--- src/rtl/fetch_queue.sv ---
// Instruction fetch stage with an in-order decoupling queue feeding decode.
// Optional zero-latency response-to-decode bypass: define FETCH_QUEUE_BYPASS_EN.
module fetch_queue #(
    parameter int unsigned DEPTH    = 4,
    parameter logic [31:0] RESET_PC = 32'h0000_0000
) (
    input  logic                     clk,
    input  logic                     reset_n,
    output logic                     mem_req_valid,
    input  logic                     mem_req_ready,
    output logic [31:0]              mem_req_addr,
    input  logic                     mem_resp_valid,
    input  logic [31:0]              mem_resp_inst,
    output logic                     dec_valid,
    input  logic                     dec_ready,
    output logic [31:0]              dec_inst,
    output logic [31:0]              dec_pc,
    input  logic                     redirect_valid,
    input  logic [31:0]              redirect_pc,
    output logic [$clog2(DEPTH):0]   occupancy
);
    localparam int unsigned IDX_W = $clog2(DEPTH);
    localparam int unsigned PTR_W = IDX_W + 1;
    localparam logic [PTR_W-1:0] ONE     = PTR_W'(1);
    localparam logic [PTR_W-1:0] DEPTH_P = PTR_W'(DEPTH);

    logic [31:0]      fetch_pc;
    logic [31:0]      entry_pc   [DEPTH];
    logic [31:0]      entry_inst [DEPTH];
    logic [DEPTH-1:0] entry_filled;

    logic [PTR_W-1:0] wr_ptr, fill_ptr, rd_ptr;
    logic [PTR_W-1:0] inflight, drop_cnt;
    logic [PTR_W-1:0] occ;

    logic [IDX_W-1:0] wr_idx, fill_idx, rd_idx;
    logic             req_fire, deq_fire, resp_keep;
    logic             head_nonempty, head_filled;
    logic             bypass_hit, bypass_take;
    logic [PTR_W-1:0] req_inc, resp_dec;

    assign wr_idx   = wr_ptr[IDX_W-1:0];
    assign fill_idx = fill_ptr[IDX_W-1:0];
    assign rd_idx   = rd_ptr[IDX_W-1:0];

    assign occ       = wr_ptr - rd_ptr;
    assign occupancy = occ;

    assign mem_req_valid = reset_n && (occ < DEPTH_P) && (inflight < DEPTH_P) && !redirect_valid;
    assign mem_req_addr  = fetch_pc;
    assign req_fire      = mem_req_valid && mem_req_ready;

    assign head_nonempty = (rd_ptr != wr_ptr);
    assign head_filled   = entry_filled[rd_idx];

`ifdef FETCH_QUEUE_BYPASS_EN
    // A pending head is necessarily the next slot to fill, so a kept response lands on it.
    assign bypass_hit = head_nonempty && !head_filled && (drop_cnt == '0)
                        && mem_resp_valid && !redirect_valid;
`else
    assign bypass_hit = 1'b0;
`endif

    assign dec_valid   = !redirect_valid && head_nonempty && (head_filled || bypass_hit);
    assign dec_inst    = bypass_hit ? mem_resp_inst : entry_inst[rd_idx];
    assign dec_pc      = entry_pc[rd_idx];
    assign deq_fire    = dec_valid && dec_ready;
    assign bypass_take = bypass_hit && dec_ready;

    assign resp_keep = mem_resp_valid && (drop_cnt == '0) && !redirect_valid;
    assign req_inc   = req_fire ? ONE : '0;
    assign resp_dec  = mem_resp_valid ? ONE : '0;

    always_ff @(posedge clk or negedge reset_n) begin
        if (!reset_n) begin
            fetch_pc     <= RESET_PC;
            wr_ptr       <= '0;
            fill_ptr     <= '0;
            rd_ptr       <= '0;
            inflight     <= '0;
            drop_cnt     <= '0;
            entry_filled <= '0;
            for (int unsigned i = 0; i < DEPTH; i++) begin
                entry_pc[i]   <= '0;
                entry_inst[i] <= '0;
            end
        end else if (redirect_valid) begin
            // Every request still outstanding after this edge belongs to the old stream.
            wr_ptr       <= '0;
            fill_ptr     <= '0;
            rd_ptr       <= '0;
            entry_filled <= '0;
            fetch_pc     <= redirect_pc;
            inflight     <= inflight - resp_dec;
            drop_cnt     <= inflight - resp_dec;
        end else begin
            inflight <= inflight + req_inc - resp_dec;
            if (mem_resp_valid && (drop_cnt != '0))
                drop_cnt <= drop_cnt - ONE;

            if (deq_fire) begin
                entry_filled[rd_idx] <= 1'b0;
                rd_ptr               <= rd_ptr + ONE;
            end

            if (resp_keep) begin
                fill_ptr <= fill_ptr + ONE;
                if (!bypass_take) begin
                    entry_inst[fill_idx]   <= mem_resp_inst;
                    entry_filled[fill_idx] <= 1'b1;
                end
            end

            if (req_fire) begin
                entry_pc[wr_idx]     <= fetch_pc;
                entry_filled[wr_idx] <= 1'b0;
                wr_ptr               <= wr_ptr + ONE;
                fetch_pc             <= fetch_pc + 32'd4;
            end
        end
    end

endmodule
--- config.mk ---
export PLATFORM = sky130hd
export DESIGN_NAME = fetch_queue
export DESIGN_NICKNAME = d
export VERILOG_FILES = /design/src/rtl/fetch_queue.sv
export SDC_FILE = /design/constraint.sdc
export NUM_CORES = 1
export LEC_CHECK = 0
export CAP_MARGIN = 0
export CELL_PAD_IN_SITES_DETAIL_PLACEMENT = 0
export CELL_PAD_IN_SITES_GLOBAL_PLACEMENT = 2
export CORE_MARGIN = 4
export CORE_UTILIZATION = 28
export CTS_BUF_LIST = sky130_fd_sc_hd__clkbuf_4 sky130_fd_sc_hd__clkbuf_8
export CTS_CLUSTER_DIAMETER = 30
export DETAILED_ROUTE_END_ITERATION = 10
export PLACE_DENSITY_LB_ADDON = 0.1
export SETUP_SLACK_MARGIN = 0.2
export SLEW_MARGIN = 10
export SYNTH_ARGS = -nofsm -noshare
export SYNTH_HDL_FRONTEND = slang
export SYNTH_SLANG_ARGS = --single-unit
--- constraint.sdc ---
create_clock -name clk -period 4 [get_ports clk]
set_input_delay 0.6 -clock clk [delete_from_list [all_inputs] [get_ports clk]]
set_output_delay 0.6 -clock clk [all_outputs]
set_load 0.01 [all_outputs]
; Word level (Yosys, flattened, before mapping)
; Index checks and enable logic that the tools add are counted.
; Widths: inputs -> output; s select.
[totals]
ff_bits = 307
in_bits = 70
output_inout_bits = 101
[op_classes]
n_addsub = 9
magnitude_cmp = 13
n_eq_ne = 1
mux = 39
n_bitwise = 9
reduce_logical = 24
[ops]
columns = op, n
row1 = $bwmux 128, 2
row2 = $mux 32, 8
row3 = $bmux 32 s2, 2
row4 = $demux 32 s2, 2
row5 = $add 32x3->32 const B, 1
row6 = $mux 3, 9
row7 = $mux 4, 6
row8 = $logic_and 1x1->1, 15
row9 = $add 3x1->3 const B, 3
row10 = $ge 3x3->1 const B, 3
row11 = $lt 2x3->1 const B, 3
row12 = $not 2->3, 3
row13 = $and 4x4->4, 2
row14 = $not 4->4, 2
row15 = $reduce_bool 2->1, 4
row16 = $demux 1 s2, 3
row17 = $ge 2x1->1 const B, 3
row18 = $lt 3x1->1 const B, 2
row19 = $lt 3x3->1 const B, 2
row20 = $mux 1, 6
row21 = $sub 3x1->3, 2
row22 = $or 4x4->4, 1
row23 = $reduce_and 2->1, 2
row24 = $add 3x1->3, 1
row25 = 8 further kinds, 8

; Longest topological paths before layout
[depth]
ltp_word = 14
ltp_mapped = 15

; Least setup slack after synthesis
; Ideal clock, no wire load.
[synth_timing]
kind = register -> register
start = register rd_ptr[1]
end = register inflight[2]
setup_time_ns = 0.079
t_arrival_ns = 3.584
required_ns = 3.921
path_slack_ns = 0.337
path_stages_with_launch = 16
synth_period_minus_slack_ns = 3.663
cell_sequence = dfrtp_1 -> clkbuf_1 -> clkbuf_1 -> inv_1 -> fa_1 -> xor3_2 -> and3_4 -> buf_6 -> nand2_2 -> ha_1 -> inv_1 -> ha_1 -> fa_1 -> xor2_1 -> o21ai_0 -> xor2_1
[synth_via]
elab_chain_cells = 10
[synth_lines]
columns = item, line
row1 = from (decl), 32  ; logic [PTR_W-1:0] wr_ptr, fill_ptr, rd_ptr;
row2 = from (signal assigned), 103  ; rd_ptr <= rd_ptr + ONE;
row3 = $sub 3x3->3, 46  ; assign occ = wr_ptr - rd_ptr;
row4 = $lt 3x3->1, 49  ; assign mem_req_valid = reset_n && (occ < DEPTH_P) && (inflight < DEPTH_P) && !redirect_valid;
row5 = $logic_and 1x1->1 (3 in a row), 49
row6 = $logic_and 1x1->1, 51  ; assign req_fire = mem_req_valid && mem_req_ready;
row7 = $mux 1, 71  ; assign req_inc = req_fire ? ONE : '0;
row8 = $add 3x1->3, 97  ; inflight <= inflight + req_inc - resp_dec;
row9 = $sub 3x1->3, 97
row10 = $mux 3, 87  ; end else if (redirect_valid) begin
row11 = to (signal assigned), 94  ; inflight <= inflight - resp_dec;
row12 = to (signal assigned), 97
row13 = to (decl), 33  ; logic [PTR_W-1:0] inflight, drop_cnt;
; Every way passes these cells.
; A chain may end at the register's enable or synchronous reset.

; Final worst setup path
[layout_timing]
start = register rd_ptr[1]
end = output dec_pc[22]
[layout_via]
elab_chain_cells = 4
[layout_lines]
columns = item, line
row1 = $not 2->3 (implied by the code), 66  ; assign dec_pc = entry_pc[rd_idx];
row2 = $bmux 32 s2, 66
row3 = $mux 32 (implied by the code) (2 in a row), 66
row4 = to (decl), 17  ; output logic [31:0] dec_pc,
; Every way passes these cells. The select of a mux whose other input is x is not followed.

==> run metrics <==
Synth cell types=41; Crit Path Max Fanout=42; max-cap violations=0; CTS Buf Count=88; Antenna Cells=0; clk_skew=0.03700 ns; mux share of post-synthesis cell area=31.69%; Pint=8.691 mW; TritonRoute pass-1 iters=4; Logic pwr share=20.9%; vias in the first global route=9910; Seq/Total Area, Yosys=54.67%; number of flops mapped to enable cells by yosys=0; worst r2r src=wr_ptr[0]; row cnt=81; XOR/XNOR share of the synthesized area=2.555%; crit path max-delay cell type=buf_4; Final Hold Violating Endpoints=0; DR vias=8659; DP HPWL=23880 µm; synthesized flop and latch total=306; synthesized area=14010 µm²; sum of buffers and inverters on the critical path=3; Slew @ Worst Pin=0.7996 ns; share of cells above drive strength 1=42.29%; Peak supply drop=0.0002515 V; synth warn=0; internal reg-to-reg setup slack=0.72 ns; Simple-Gate Fraction of Synth Area=4.636%; Clk pwr share=44.2%; Reg power frac=34.9%; RSZ-0062 raised after global routing=no; largest cells by area after synthesis=dfrtp_1 (55%), mux2_2 (21%), mux4_2 (10%); status=complete, no violations; starting DRC count in detailed routing=297; PnR worst setup slack=0.4545 ns; fmax=0.2821 GHz; CP max stage delay=0.53 ns; port bufs=170; P&R area growth vs syn=33.49%; Die Span Y=231.7 µm; pre-CTS setup slack=0.7013 ns; dominant synthesized flop cell=dfrtp_1; total negative setup slack=0 ns; antenna viol nets, final=0; GRT Resource Usage Total=14.73%; cell family with most CP delay=buffers and inverters; period utilization=88.64%; Filler cells=4716; Finish-stage setup viols=0; Mean Syn Cell Area=14.59 µm²; CP startpoint kind=flop; CORE AREA=49150 µm²; Ports=171; Power Density=626.0 nW/µm²; Syn Inst Count=960; Die Wd=231.7 µm; final slew viol count=0; CP arrival=2.95 ns; Worst setup EP type=output port; Clock Path Buffers=3; clk sink count=306; relative slew slack=46.69%; final WL=38700 µm; post-synthesis adder-cell area fraction=2.162%; pin count of the biggest net entering global routing=111; Yosys top cell area share=54.67%; Clock transition at path regs=0.05 ns; initial antenna violation count=1; R2R depth=14; drt drc=0; Initial Util=28.49%; nets=1269; largest family of logic cells by synthesized area=multiplexers; sw frac=25.75%; DR vias/cell=4.522; first-pass GRT wire length=60510 µm; P_sw=3.014 mW; Critical Path RT=3.40 ns; r2r endpoint=inflight[2]; Root Buffer=clkbuf_8; crit-path cells=buf_6 -> buf_4 -> mux4_2 -> clkdlybuf4s50_1; worst skew pair latency=0.65 ns; H-tree depth=3; worst hold path class=in2async; gpl congestion=0.6925; Mapped Nets=1053; Leakage=8.300 nW; fin crit period=3.545 ns; DR WL/cell=20.21 µm; TritonCTS clock tree=done; Crit Path Class=reg2out; area leader, netlist=dfrtp_1; GRT overflow=0; asr flop ratio synth=100.0%; Synth Area in Compound Gates=1.706%; total die area=53660 µm²
==> metrics by stage <==
step	std cells	total power, mW	util (%)	hold slack (ns)	area, µm²
after detailed placement	1749	6.647	33.56	0.4717	16490
after global routing	1915	12.38	38.04	0.3619	18700
after CTS	1915	11.97	38.04	0.3459	18700
after global placement	1749	6.630	33.56	0.4725	16490
after floorplan	960	5.376	-	0.3044	14010
final	1915	11.70	38.04	0.4074	18700
==> flip-flops by register name, indices dropped and copies added, names as in the netlist <==
register	count
entry_inst	128
mem_req_addr	32
rd_ptr	3
fill_ptr	2
inflight	3
wr_ptr	3
entry_pc	128
entry_filled	4
drop_cnt	3
==> cell usage in the layout, fill, tap and decap left out, drive strengths merged, types with 13 or more instances in the layout <==
cell / instances
mux4: 65
nand2: 61
xnor2: 26
ha: 21
mux2: 262
o21ai: 33
buf: 21
clkinv: 20
clkdlybuf4s50: 168
inv: 28
dfrtp: 306
clkbuf: 120
bufinv: 13
==> cells by family (layout without fill, tap and decap cells) <==
kind of cell | Yosys count | after routing
AND/OR/NAND/NOR | 132 | 132
multiplexers | 329 | 329
flip-flops | 306 | 306
adder cells (fa/ha/maj) | 23 | 23
XOR/XNOR | 39 | 39
buffers and inverters | 88 | 379
AO/OA/AOI/OAI | 43 | 43
==> worst max path at each step <==
stage | from | endpoint | slack, ns | cells past startpoint
6_report | rd_ptr[1] | dec_pc[22] | 0.45 | 4
3_3_place_gp | wr_ptr[0] | inflight[2] | 0.74 | 14
4_1_cts | rd_ptr[1] | dec_pc[22] | 0.31 | 4
3_5_place_dp | wr_ptr[0] | inflight[2] | 0.70 | 14
5_1_grt | rd_ptr[1] | dec_pc[22] | 0.30 | 4
2_1_floorplan | rd_ptr[1] | inflight[2] | 0.34 | 15
==> what timing repair did <==
action / in CTS / in global routing
hold buffers: 1 / 0
setup endpoints to repair: 15 / 0
gates resized for setup: 1 / 0
buffers inserted: 0 / 0
hold endpoints to repair: 23 / 0
==> power groups by stage <==
stage | combinational [mW] | sequential [mW] | clock [mW]
2_1_floorplan | 1.37 | 4.00 | 0
3_5_place_dp | 2.51 | 4.13 | 0
5_1_grt | 2.68 | 4.17 | 5.53
3_3_place_gp | 2.49 | 4.14 | 0
4_1_cts | 2.52 | 4.10 | 5.35
6_report | 2.45 | 4.09 | 5.17
==> worst reg2reg max path: cells and delay by family (launching register included) <==
| kind | cells | cell delay (ns) |
|---|---|---|
| xor gates and xnor gates | 3 | 0.60 |
| and+or+nand+nor | 2 | 0.41 |
| adders and majority gates | 5 | 1.38 |
| DFF | 1 | 0.41 |
| AOI/OAI and AO/OA | 1 | 0.18 |
| buffers and inverters | 3 | 0.24 |
==> cell type report <==
cell class | count | area, µm² | area share (%)
tap | 664 | 830.8 | 4.444
multi-input combinational | 566 | 6002 | 32.10
sequential | 306 | 7665 | 41.00
clock buffer | 120 | 1589 | 8.499
timing repair buffer | 190 | 1921 | 10.27
inverter | 24 | 90.09 | 0.4818
clock inverter | 45 | 599.3 | 3.206
==> synth_stat cells, types with 2 or more instances <==
library cell,count
dfrtp_1,306
mux2_2,261
mux4_2,65
nand2_1,60
o21ai_0,32
clkbuf_1,27
xnor2_1,26
inv_1,24
ha_1,21
buf_2,19
buf_1,17
nand3_1,12
nor2_1,12
nor3_1,12
xor2_1,12
and3_1,8
nor4_1,6
nand4_1,5
a211oi_1,4
a21oi_1,3
nand2b_1,3
or3_1,3
and4_1,2
fa_1,2
mux2i_1,2
==> layer usage <==
layer  vias up  track usage (%)  part of all wire [%]
met5         -                0                 0.034
li1       3939                -                     -
met3        73            4.621                   5.2
met4         2            4.764                   2.2
met1      4455            19.11                    45
met2       190            23.55                    47
No activity file was read; power rests on OpenSTA's default activity.
